File: config.mk
export PLATFORM = sky130hd
export DESIGN_NAME = fetch_stage_flat
export DESIGN_NICKNAME = d
export VERILOG_FILES = /design/src/rtl/fetch_stage_if.sv /design/src/rtl/fetch_stage.sv /design/src/flat_wrapper.sv
export SDC_FILE = /design/constraint.sdc
export NUM_CORES = 1
export LEC_CHECK = 0
export BUFFER_PORTS_ARGS = -buffer_cell sky130_fd_sc_hd__buf_2
export CAP_MARGIN = 20
export CORE_ASPECT_RATIO = 1.25
export CORE_UTILIZATION = 55
export CTS_CLUSTER_DIAMETER = 120
export DETAILED_ROUTE_END_ITERATION = 10
export PLACE_DENSITY = 0.85
export SYNTH_ARGS = -nofsm -noshare
export SYNTH_HDL_FRONTEND = slang
export SYNTH_SLANG_ARGS = --single-unit
File: constraint.sdc
create_clock -name clk -period 5.9 [get_ports clk]
set_input_delay 0.885 -clock clk [delete_from_list [all_inputs] [get_ports clk]]
set_output_delay 0.885 -clock clk [all_outputs]
set_load 0.02 [all_outputs]
File: src/rtl/fetch_stage_if.sv
`default_nettype none
// ============================================================================
//  Module   : fetch_stage_if
//  Purpose  : Bundles the instruction-memory, hazard-control and IF/ID
//             pipeline-register signals of the fetch stage.
//  Revision : 1.0 - initial release
// ============================================================================
interface fetch_stage_if;
    logic [31:0] pc_out;
    logic [31:0] instr_in;
    logic        stall;
    logic        flush;
    logic        redirect;
    logic [31:0] redirect_pc;
    logic [31:0] if_id_instr;
    logic [31:0] if_id_pc;
    logic [31:0] if_id_pc4;
    logic        if_id_valid;
    logic        misalign_err;
    logic [31:0] fetch_count;

    // Fetch stage view: drives the PC and the IF/ID register.
    modport master (
        output pc_out,
        input  instr_in,
        input  stall,
        input  flush,
        input  redirect,
        input  redirect_pc,
        output if_id_instr,
        output if_id_pc,
        output if_id_pc4,
        output if_id_valid,
        output misalign_err,
        output fetch_count
    );

    // Environment view: memory, hazard unit and decode stage.
    modport slave (
        input  pc_out,
        output instr_in,
        output stall,
        output flush,
        output redirect,
        output redirect_pc,
        input  if_id_instr,
        input  if_id_pc,
        input  if_id_pc4,
        input  if_id_valid,
        input  misalign_err,
        input  fetch_count
    );
endinterface
`default_nettype wire

File: src/rtl/fetch_stage.sv
`default_nettype none
// ============================================================================
//  Module   : fetch_stage
//  Purpose  : Instruction fetch stage. Holds the PC, captures the instruction
//             returned by memory into IF/ID, and honours redirect, flush and
//             stall requests in that priority order.
//  Revision : 1.0 - initial release
// ============================================================================
module fetch_stage #(
    parameter logic [31:0] RESET_PC  = 32'h0000_0000,
    parameter logic [31:0] NOP_INSTR = 32'h0000_0000
) (
    input  wire logic       clk,
    input  wire logic       rst_n,
    fetch_stage_if.master   bus
);

    localparam logic [31:0] c_pc_step   = 32'd4;
    localparam logic [31:0] c_count_max = 32'hFFFF_FFFF;

    typedef enum logic [0:0] {
        S_BOOT = 1'b0,
        S_RUN  = 1'b1
    } state_t;

    state_t      r_state;
    logic [31:0] r_pc;
    logic [31:0] r_if_id_instr;
    logic [31:0] r_if_id_pc;
    logic [31:0] r_if_id_pc4;
    logic        r_if_id_valid;
    logic        r_misalign_err;
    logic [31:0] r_fetch_count;

    // Sequential address; 32-bit add wraps naturally at the top of memory.
    logic [31:0] w_pc_next;
    assign w_pc_next = r_pc + c_pc_step;

    // PC register feeds memory directly so no input reaches pc_out combinationally.
    assign bus.pc_out       = r_pc;
    assign bus.if_id_instr  = r_if_id_instr;
    assign bus.if_id_pc     = r_if_id_pc;
    assign bus.if_id_pc4    = r_if_id_pc4;
    assign bus.if_id_valid  = r_if_id_valid;
    assign bus.misalign_err = r_misalign_err;
    assign bus.fetch_count  = r_fetch_count;

    // Boot/run control with PC and IF/ID update (redirect > flush > stall > normal).
    always_ff @(posedge clk or negedge rst_n) begin
        if (!rst_n) begin
            r_state        <= S_BOOT;
            r_pc           <= RESET_PC;
            r_if_id_instr  <= NOP_INSTR;
            r_if_id_pc     <= 32'd0;
            r_if_id_pc4    <= 32'd0;
            r_if_id_valid  <= 1'b0;
            r_misalign_err <= 1'b0;
            r_fetch_count  <= 32'd0;
        end else if (r_state == S_BOOT) begin
            // One idle edge so memory sees RESET_PC before the first capture.
            r_state <= S_RUN;
        end else begin
            if (bus.redirect) begin
                // Target is word-aligned by dropping the low bits; the fault is latched.
                r_pc          <= {bus.redirect_pc[31:2], 2'b00};
                r_if_id_instr <= NOP_INSTR;
                r_if_id_pc    <= 32'd0;
                r_if_id_pc4   <= 32'd0;
                r_if_id_valid <= 1'b0;
                if (bus.redirect_pc[1:0] != 2'b00) begin
                    r_misalign_err <= 1'b1;
                end
            end else if (bus.flush) begin
                r_if_id_instr <= NOP_INSTR;
                r_if_id_pc    <= 32'd0;
                r_if_id_pc4   <= 32'd0;
                r_if_id_valid <= 1'b0;
                if (!bus.stall) begin
                    r_pc <= w_pc_next;
                end
            end else if (!bus.stall) begin
                r_pc          <= w_pc_next;
                r_if_id_instr <= bus.instr_in;
                r_if_id_pc    <= r_pc;
                r_if_id_pc4   <= w_pc_next;
                r_if_id_valid <= 1'b1;
                if (r_fetch_count != c_count_max) begin
                    r_fetch_count <= r_fetch_count + 32'd1;
                end
            end
        end
    end

endmodule
`default_nettype wire

File: src/flat_wrapper.sv
// flat-port wrapper written by rule: the top's interface ports become plain ports
module fetch_stage_flat 
#(
    parameter logic [31:0] RESET_PC  = 32'h0000_0000,
    parameter logic [31:0] NOP_INSTR = 32'h0000_0000
)
  (clk, rst_n, bus_pc_out, bus_instr_in, bus_stall, bus_flush, bus_redirect, bus_redirect_pc, bus_if_id_instr, bus_if_id_pc, bus_if_id_pc4, bus_if_id_valid, bus_misalign_err, bus_fetch_count);
  fetch_stage_if bus_i ();
  input  wire logic clk;
  input  wire logic rst_n;
  output wire logic [$bits(bus_i.pc_out)-1:0] bus_pc_out;
  input wire logic [$bits(bus_i.instr_in)-1:0] bus_instr_in;
  input wire logic [$bits(bus_i.stall)-1:0] bus_stall;
  input wire logic [$bits(bus_i.flush)-1:0] bus_flush;
  input wire logic [$bits(bus_i.redirect)-1:0] bus_redirect;
  input wire logic [$bits(bus_i.redirect_pc)-1:0] bus_redirect_pc;
  output wire logic [$bits(bus_i.if_id_instr)-1:0] bus_if_id_instr;
  output wire logic [$bits(bus_i.if_id_pc)-1:0] bus_if_id_pc;
  output wire logic [$bits(bus_i.if_id_pc4)-1:0] bus_if_id_pc4;
  output wire logic [$bits(bus_i.if_id_valid)-1:0] bus_if_id_valid;
  output wire logic [$bits(bus_i.misalign_err)-1:0] bus_misalign_err;
  output wire logic [$bits(bus_i.fetch_count)-1:0] bus_fetch_count;
  assign bus_pc_out = bus_i.pc_out;
  assign bus_i.instr_in = bus_instr_in;
  assign bus_i.stall = bus_stall;
  assign bus_i.flush = bus_flush;
  assign bus_i.redirect = bus_redirect;
  assign bus_i.redirect_pc = bus_redirect_pc;
  assign bus_if_id_instr = bus_i.if_id_instr;
  assign bus_if_id_pc = bus_i.if_id_pc;
  assign bus_if_id_pc4 = bus_i.if_id_pc4;
  assign bus_if_id_valid = bus_i.if_id_valid;
  assign bus_misalign_err = bus_i.misalign_err;
  assign bus_fetch_count = bus_i.fetch_count;
  fetch_stage #(.RESET_PC(RESET_PC), .NOP_INSTR(NOP_INSTR)) u_core (.clk(clk), .rst_n(rst_n), .bus(bus_i));
endmodule
Word level (Yosys, flattened, before mapping)
Cells that the tools add are included.
{"block": "word_totals", "output_inout_bits": 162, "in_bits": 69, "register_bits": 163, "wordCells": 34}
{"block": "op_classes", "n_bitwise": 3, "muxes": 13, "reduce_logical": 5, "n_eq_ne": 3, "addsub": 2}
{"op": "32-bit 2-to-1 mux", "n": 10}
{"op": "32-bit by 1-bit adder with 32-bit output (second input constant)", "n": 1}
{"op": "32-bit by 3-bit adder with 32-bit output (second input constant)", "n": 1}
{"op": "32-bit inequality test (second input constant)", "n": 1}
{"op": "5-bit AND reduction", "n": 1}
{"op": "2-bit AND reduction", "n": 2}
{"op": "1-bit 2-to-1 mux", "n": 3}
{"op": "3-bit by 1-bit inequality test with 1-bit output (second input constant)", "n": 1}
{"op": "1-bit NOT", "n": 3}
{"op": "3-bit AND reduction", "n": 1}
{"op": "2-bit by 1-bit inequality test with 1-bit output (second input constant)", "n": 1}
{"op": "2-bit nonzero test", "n": 1}

Longest topological paths before layout
Gate-level depths: netlist of the first run.
{"block": "depth", "depth_word": 4, "depth_mapped": 9, "ltp_nobuf": 7}

Worst setup path after synthesis of the first run
OpenSTA, ideal clock, no wires.
{"block": "synth_path", "path_kind": "input-to-reg", "from": "in bus_stall", "to": "reg u_core.r_fetch_count[22], in the netlist u_core.bus.fetch_count[22]", "required_ns": 5.769, "path_buffers": 2, "setup_slack_ns": 3.158, "setup_ns": 0.131, "cell_stages": 8, "t_arrival_ns": 2.611, "path_cell_list": "buf_6 > or4b_4 > buf_6 > nor4_4 > nand2_1 > a41oi_1 > nand4_1 > xnor2_1"}
{"block": "synth_via", "elab_chain_len": 2}
{"element": "start: declaration", "line": "flat_wrapper.sv:13", "rtl": "input wire logic [$bits(bus_i.stall)-1:0] bus_stall;"}
{"element": "1-bit NOT (no source line)"}
{"element": "5-bit AND reduction (no source line)"}
{"element": "end signal: assignment", "line": "fetch_stage.sv:88", "rtl": "r_fetch_count <= r_fetch_count + 32'd1;"}
{"element": "end: declaration", "line": "fetch_stage.sv:33", "rtl": "logic [31:0] r_fetch_count;"}
Every way passes these cells.
A chain may end at the register's enable or synchronous reset.

Final worst setup path of the first run
{"block": "layout_path", "from": "reg u_core.r_state", "to": "reg u_core.r_fetch_count[22], in the netlist u_core.bus.fetch_count[22]"}
{"block": "layout_via", "elab_chain_len": 1}
{"element": "start: declaration", "line": "fetch_stage.sv:26", "rtl": "state_t r_state;"}
{"element": "start signal: assignment", "line": "fetch_stage.sv:51", "rtl": "r_state <= S_BOOT;"}
{"element": "start signal: assignment", "line": "fetch_stage.sv:61", "rtl": "r_state <= S_RUN;"}
{"element": "5-bit AND reduction (no source line)"}
Every way passes these cells.

==> results.yml, run 1 <==
outcome:
  status: "finished, final reports clean"
synth:
  seq_area_frac_synth_pct: 54.8
  synth_top_area_cell: "dfrtp_1"
  yosys.area.top_type_share_pct: 54.8
  postSynth.asyncResetShare_pct: 100
  syn_avg_cell_area_um2: 10.4
  synth_flop_cell: "dfrtp_1"
  ys_seq_elements: 158
  synth_area_leaders: "dfrtp_1, a22o_1, xnor2_1"
  yosys_warnings: 0
  synth-edff-count: 0
  netlist_area_um2: 7220
  synth_cell_type_count: 51
  synth_most_common_cell: "dfrtp_1"
  synth_common_cells: "dfrtp_1, a22o_1, nand2_1, o21ai_0, clkbuf_1"
  syn_inst: 691
critical_path:
  cp_slowest_stage_delay_ns: 0.70
  crit_chain: "buf_4 > or4b_4 > nor4_4 > nand2_1 > a41oi_1 > nand4_1 > xnor2_1"
  start_kind: "flip-flop"
  ff2ff_setup_slack_ns: 2.95
  end_kind: "flip-flop"
  rr_worst_depth: 7
  r2r_start: "u_core.r_state"
  cp_data_arrival_time_ns: 3.25
  crit_type: "flip-flop to flip-flop"
  worstPathRequired_ns: 6.20
  critPathMaxFanout: 32
  crit_slowest_cell: "or4b_4"
  r2r-end: "u_core.bus.fetch_count[22]"
global_route:
  grt_max_degree: 106
  grt_use_total_pct: 28.1
  grt-ovfl-total: 0
  antenna_found_initial: 0
  grt_pass1_wl_um: 30100
  first_global_vias: 5755
die:
  rows: 46
  pin_count: 231
  core_area_um2: 12700
  die_area_um2: 13600
  fp.dieW_um: 104
  die_h_um: 130
  start_util_pct: 56.7
clocking:
  numClockSinks: 158
  root_buffer: "clkbuf_16"
  cts_max_level: 4
  cts_buffers: 17
  cts_hold_buffers: 0
  cts_setup_buffers: 0
  clk_pin_slew_ns: 0.07
  clk_latency_ns: 0.42
  cts_tree: "yes"
  cts_buffer_depth: 2
  ctsResizeCount: 0
route:
  routed_wl_um: 19200
  ant_nets: 0
  vias: 6296
  drt_first_pass_iters: 5
  drtIter0Drc: 443
  drt-wirelength-per-cell_um: 18.1
  drc: 0
  viasPerCell: 5.93
timing:
  achievable-frequency_ghz: 0.339
  drv_slew: 0
  finalCriticalPeriod_ns: 2.95
  fin_crit_sh_pct: 50.1
  setup_violations: 0
  fin_tns_setup_ns: 0
  hold_violations: 0
  tightest_slew_ns: 1.03
  max_slew_margin_pct: 31.1
  skew_ns: 0.0105
  grt_setup_unrepaired: "no"
  hold_slack_ns: 0.473
power:
  max-vdd-ir-drop_mv: 0.194
  p_leak_nw: 4.47
  p_per_area_nw_per_um2: 315
hold_path:
  hold_path_depth: 2
  holdPathEnd: "u_core.bus.if_id_pc4[31]"
  worstHoldStart: "u_core.bus.if_id_pc4[31]"
  hp-class: "flip-flop to flip-flop"
place:
  portBuffers: 228
  place.gp.congestion: 0.824
  dp_hpwl_um: 12800
run:
  maxCapViolCount: 0
layout:
  layout-drive-gt1-share_pct: 30.6
  multiInputGateArea_um2: 2960
  regArea_um2: 3950
  fin_util_pct: 70.2
  final_nets: 951
  num_antenna_cells: 0
  area_delta_synth_final_pct: 23.7
  fill_cells: 993
-- metal layers --
layer	vias up	global-route usage [%]	wire (µm)
li1	2886	-	-
met1	3074	38.4	7930
met2	307	45.7	9620
met3	29	4.95	1360
met4	0	9.92	293
met5	-	0	0
-- per-stage QoR --
| stage | power [mW] | cell area, µm² | worst slack, ns | instances |
|---|---|---|---|---|
| after detailed placement | 1.73 | 8330 | 2.64 | 1029 |
| after global routing | 2.92 | 8930 | 2.76 | 1061 |
| final | 2.81 | 8930 | 2.95 | 1061 |
| after CTS | 2.83 | 8930 | 2.97 | 1061 |
| after global placement | 1.72 | 8330 | 2.69 | 1029 |
| after floorplan | 1.55 | 7220 | 3.16 | 692 |
-- power by group --
part	switching, mW	internal [mW]	total [mW]
registers	0.122	1.16	1.28
logic	0.262	0.165	0.427
clock network	0.450	0.650	1.10
-- critical path, delay by kind of cell, from the launching register on --
| kind | cells | cell delay (ns) |
|---|---|---|
| and+or+nand+nor | 4 | 1.41 |
| DFF | 1 | 0.57 |
| AOI/OAI and AO/OA | 1 | 0.37 |
| buffers and inverters | 1 | 0.33 |
| xor gates and xnor gates | 1 | 0.14 |
-- final cells by class --
type / count / area share (%)
clock buffers: 21 / 5.16
clock inverters: 11 / 1.49
inverters: 10 / 0.421
multi-input cells: 462 / 33.2
flip-flops and latches: 158 / 44.3
well taps: 168 / 2.35
repair buffers: 231 / 13.1
-- how the worst max path moves through the flow --
stage	start	slack, ns	endpoint	cells after the start
detailed placement	bus_redirect	2.64	u_core.bus.fetch_count[22]	7
floorplan	bus_stall	3.16	u_core.bus.fetch_count[22]	8
global route	u_core.r_state	2.76	u_core.bus.fetch_count[22]	7
finish	u_core.r_state	2.95	u_core.bus.fetch_count[22]	7
global placement	bus_redirect	2.69	u_core.bus.fetch_count[22]	7
CTS	u_core.r_state	2.97	u_core.bus.fetch_count[22]	7
-- flip-flops by register name, summed over array words and instances (netlist names) --
register	flops
u_core.bus.misalign_err	1
u_core.bus.pc_out	30
u_core.bus.if_id_pc	30
u_core.bus.fetch_count	32
u_core.r_state	1
u_core.bus.if_id_instr	32
u_core.bus.if_id_pc4	31
u_core.bus.if_id_valid	1
-- cells by family (layout without fill, tap and decap cells) --
kind of cell / after synthesis / in the layout / synth area share, %
buf+inv: 72 / 273 / 4.35
xor+xnor: 57 / 57 / 6.92
compound gates: 176 / 176 / 17.1
fa+ha+maj: 2 / 2 / 0.347
mux: 5 / 5 / 0.711
flops: 158 / 158 / 54.8
simple gates: 219 / 219 / 15.6
other cells: 2 / 3 / 0.104
-- cells in the final DEF (no fill, tap or decap), types with 3 or more instances in the layout --
cell type	n
a21oi_1	21
buf_2	227
conb_1	3
a41oi_1	3
mux2i_1	4
o22ai_1	21
nor4_1	4
dfrtp_1	158
nand4_1	29
nor3_1	17
and2_1	4
clkinvlp_4	5
a31oi_1	4
and3_1	17
a221o_1	4
o21ai_0	43
xnor2_1	39
inv_1	9
nor2_1	39
clkbuf_16	17
a22o_1	64
and4_1	9
xor2_1	18
nand3_1	23
nand2_1	62
or3_1	3
buf_4	3
Power figures use the tool's default switching activity.
==> inputs of run 2 (changes only) <==
--- a/config.mk
+++ b/config.mk
@@ -5,13 +5,14 @@
 export SDC_FILE = /design/constraint.sdc
 export NUM_CORES = 1
 export LEC_CHECK = 0
+export ABC_AREA = 1
 export BUFFER_PORTS_ARGS = -buffer_cell sky130_fd_sc_hd__buf_2
 export CAP_MARGIN = 20
 export CORE_ASPECT_RATIO = 1.25
-export CORE_UTILIZATION = 55
+export CORE_UTILIZATION = 52
 export CTS_CLUSTER_DIAMETER = 120
 export DETAILED_ROUTE_END_ITERATION = 10
-export PLACE_DENSITY = 0.85
+export PLACE_DENSITY = 0.8
 export SYNTH_ARGS = -nofsm -noshare
 export SYNTH_HDL_FRONTEND = slang
 export SYNTH_SLANG_ARGS = --single-unit
==> constraint.sdc (replaced) <==
create_clock -name clk -period 2.95 [get_ports clk]
set_input_delay 0.4425 -clock clk [delete_from_list [all_inputs] [get_ports clk]]
set_output_delay 0.4425 -clock clk [all_outputs]
set_load 0.02 [all_outputs]
==> run 2 against run 1 <==
Effect of this change: first-iteration DRC count rose by 39%; critical endpoint is now u_core.bus.fetch_count[3]; the flow now finishes with violations (hold timing); total power rose by 110%; sequential cell count did not move; cell count rose by 36%; synthesized cell count rose by 48%; highest routed layer unchanged; die area rose by 16%; clock power rose by 120%; synthesized area rose by 10%; hold slack got worse by 0.47 ns.
==> results.yml, run 2 <==
clocking:
  cts_tree: "yes"
  clk_pin_slew_ns: 0.07
  cts_buffers: 17
  cts_hold_buffers: 0
  cts_setup_buffers: 0
  numClockSinks: 158
  cts_buffer_depth: 2
  root_buffer: "clkbuf_16"
  cts_max_level: 4
  clk_latency_ns: 0.43
  ctsResizeCount: 0
timing:
  finalCriticalPeriod_ns: 2.02
  grt_setup_unrepaired: "no"
  drv_slew: 0
  skew_ns: 0.00624
  hold_violations: 1
  setup_ws_ns: 0.932
  fin_tns_setup_ns: 0
  fin_crit_sh_pct: 68.4
  achievable-frequency_ghz: 0.496
  tightest_slew_ns: 0.694
  setup_violations: 0
  hold_slack_ns: -0.0000134
  max_slew_margin_pct: 53.7
die:
  start_util_pct: 53.1
  core_area_um2: 15000
  rows: 50
  die_area_um2: 15800
  fp.dieW_um: 113
  die_h_um: 140
  pin_count: 231
place:
  post-place-ws_ns: 0.902
  portBuffers: 228
  dp_hpwl_um: 17300
  place.gp.congestion: 0.957
synth:
  synth_area_leaders: "dfrtp_1, nand2_1, nor2_1"
  synth_top_family_by_area: "simple AND/OR/NAND/NOR gates"
  syn_avg_cell_area_um2: 7.75
  synth_flop_cell: "dfrtp_1"
  synth_simple_gate_area_share_pct: 32.5
  yosys.area.top_type_share_pct: 49.8
  syn_inst: 1025
  seq_area_frac_synth_pct: 49.8
  synth_common_cells: "nand2_1, dfrtp_1, nor2_1, o21ai_0, inv_1"
  synth_top_area_cell: "dfrtp_1"
  synth_compound_area_share_pct: 9.41
  ys_seq_elements: 158
  yosys-mux-area-fraction_pct: 0
  synth_fa_ha_area_share_pct: 0.315
  synth_cell_type_count: 34
  yosys_warnings: 0
  synth_most_common_cell: "nand2_1"
  netlist_area_um2: 7940
  synth-edff-count: 0
  synth_xor_area_share_pct: 2.65
  postSynth.asyncResetShare_pct: 100
critical_path:
  end_kind: "flip-flop"
  ff2ff_setup_slack_ns: 0.93
  crit_type: "flip-flop to flip-flop"
  worstPathRequired_ns: 3.27
  crit_slowest_cell: "dfrtp_1"
  critPathMaxFanout: 37
  cp_slowest_stage_delay_ns: 0.45
  rr_worst_depth: 10
  r2r_start: "u_core.bus.fetch_count[0]"
  r2r-end: "u_core.bus.fetch_count[3]"
  start_kind: "flip-flop"
  crit_chain: "ha_1 > inv_2 > nor2_8 > nand2_4 > nor2_8 > nand3_4 > nand2_8 > inv_4 > nand2_1 > nand2_1"
  cp_data_arrival_time_ns: 2.33
route:
  routed_wl_um: 23300
  drt-wirelength-per-cell_um: 16.2
  vias: 7640
  drc: 0
  viasPerCell: 5.31
  drtIter0Drc: 615
  ant_nets: 0
  drt_first_pass_iters: 5
outcome:
  status: "complete, but fails checks"
  violations: "hold timing"
global_route:
  grt_use_total_pct: 30.5
  grt_pass1_wl_um: 37300
  grt-ovfl-total: 0
  first_global_vias: 7397
  grt_max_degree: 71
  antenna_found_initial: 0
run:
  maxCapViolCount: 0
layout:
  layout-drive-gt1-share_pct: 22.8
  num_antenna_cells: 0
  fin_util_pct: 65.8
  area_delta_synth_final_pct: 24.0
  final_nets: 1314
  final_common_cell: "nand2_1"
  fill_cells: 1323
  mostFrequentLayoutCells: "nand2_1, buf_2, dfrtp_1"
power:
  p_per_area_nw_per_um2: 605
  power_mw: 5.96
  p_leak_nw: 5.36
  max-vdd-ir-drop_mv: 0.405
hold_path:
  hp-class: "primary input to asynchronous set/reset pin"
-- run 2: cell count changes after synthesis, moves of 17 or more --
cell      before  now
xnor2_1       39    6
inv_1          9   49
nor2_1        39  134
and3_1        18    0
clkbuf_1      42   18
o22ai_1       21    4
nor3_1        17    0
a22o_1        64   37
nand2_1       63  427
nand4_1       29    1
-- run 2: kinds of logic after synthesis --
logic type | count (synthesis)
buffers and inverters | 92
other | 2
DFF | 158
adders and majority gates | 2
and+or+nand+nor | 629
xor gates and xnor gates | 24
AOI/OAI and AO/OA | 118
-- run 2: report_power, final --
group | internal [mW] | leakage [nW] | total [mW] | switching, mW
Sequential | 2.33 | 2.11 | 2.53 | 0.204
Clock | 1.44 | 0.300 | 2.39 | 0.952
Combinational | 0.334 | 2.95 | 1.04 | 0.706
-- run 2: final cells by class --
class	count	area [µm²]	area share (%)
multi-input cells	776	3580	36.4
clock inverters	14	206	2.10
well taps	182	228	2.31
clock buffers	18	429	4.36
inverters	52	198	2.01
repair buffers	238	1250	12.7
flip-flops and latches	158	3950	40.2
-- run 2: worst max path at each step --
| stage | depth (start not counted) | slack (ns) | startpoint | to |
|---|---|---|---|---|
| 2_1_floorplan | 11 | 1.13 | u_core.bus.fetch_count[0] | u_core.bus.fetch_count[3] |
| 3_3_place_gp | 9 | 0.96 | bus_redirect | u_core.bus.fetch_count[11] |
| 3_5_place_dp | 9 | 0.90 | bus_redirect | u_core.bus.fetch_count[20] |
| 4_1_cts | 10 | 0.96 | u_core.bus.fetch_count[0] | u_core.bus.fetch_count[3] |
| 5_1_grt | 10 | 0.77 | u_core.bus.fetch_count[0] | u_core.bus.fetch_count[1] |
| 6_report | 10 | 0.93 | u_core.bus.fetch_count[0] | u_core.bus.fetch_count[3] |
-- run 2: worst max-delay path, delay by kind of cell (launching register included) --
family | cells | cell delay (ns)
DFF | 1 | 0.45
adders and majority gates | 1 | 0.31
and+or+nand+nor | 7 | 0.86
buffers and inverters | 2 | 0.26
-- run 2: metrics by stage --
step | instances | cell area [µm²]
after CTS | 1438 | 9850
after floorplan | 1026 | 7940
after global placement | 1406 | 9210
after detailed placement | 1406 | 9210
final | 1438 | 9850
after global routing | 1438 | 9850
-- run 2: layer usage --
layer / global-route usage [%] / share of wire (%) / vias to the layer above / routed length, µm
met1: 37.2 / 40 / 3599 / 9380
met4: 16.6 / 4.4 / 0 / 1030
met5: 0 / 0 / - / 0
li1: - / - / 3672 / -
met2: 51.5 / 50 / 295 / 11600
met3: 5.50 / 5.5 / 74 / 1280
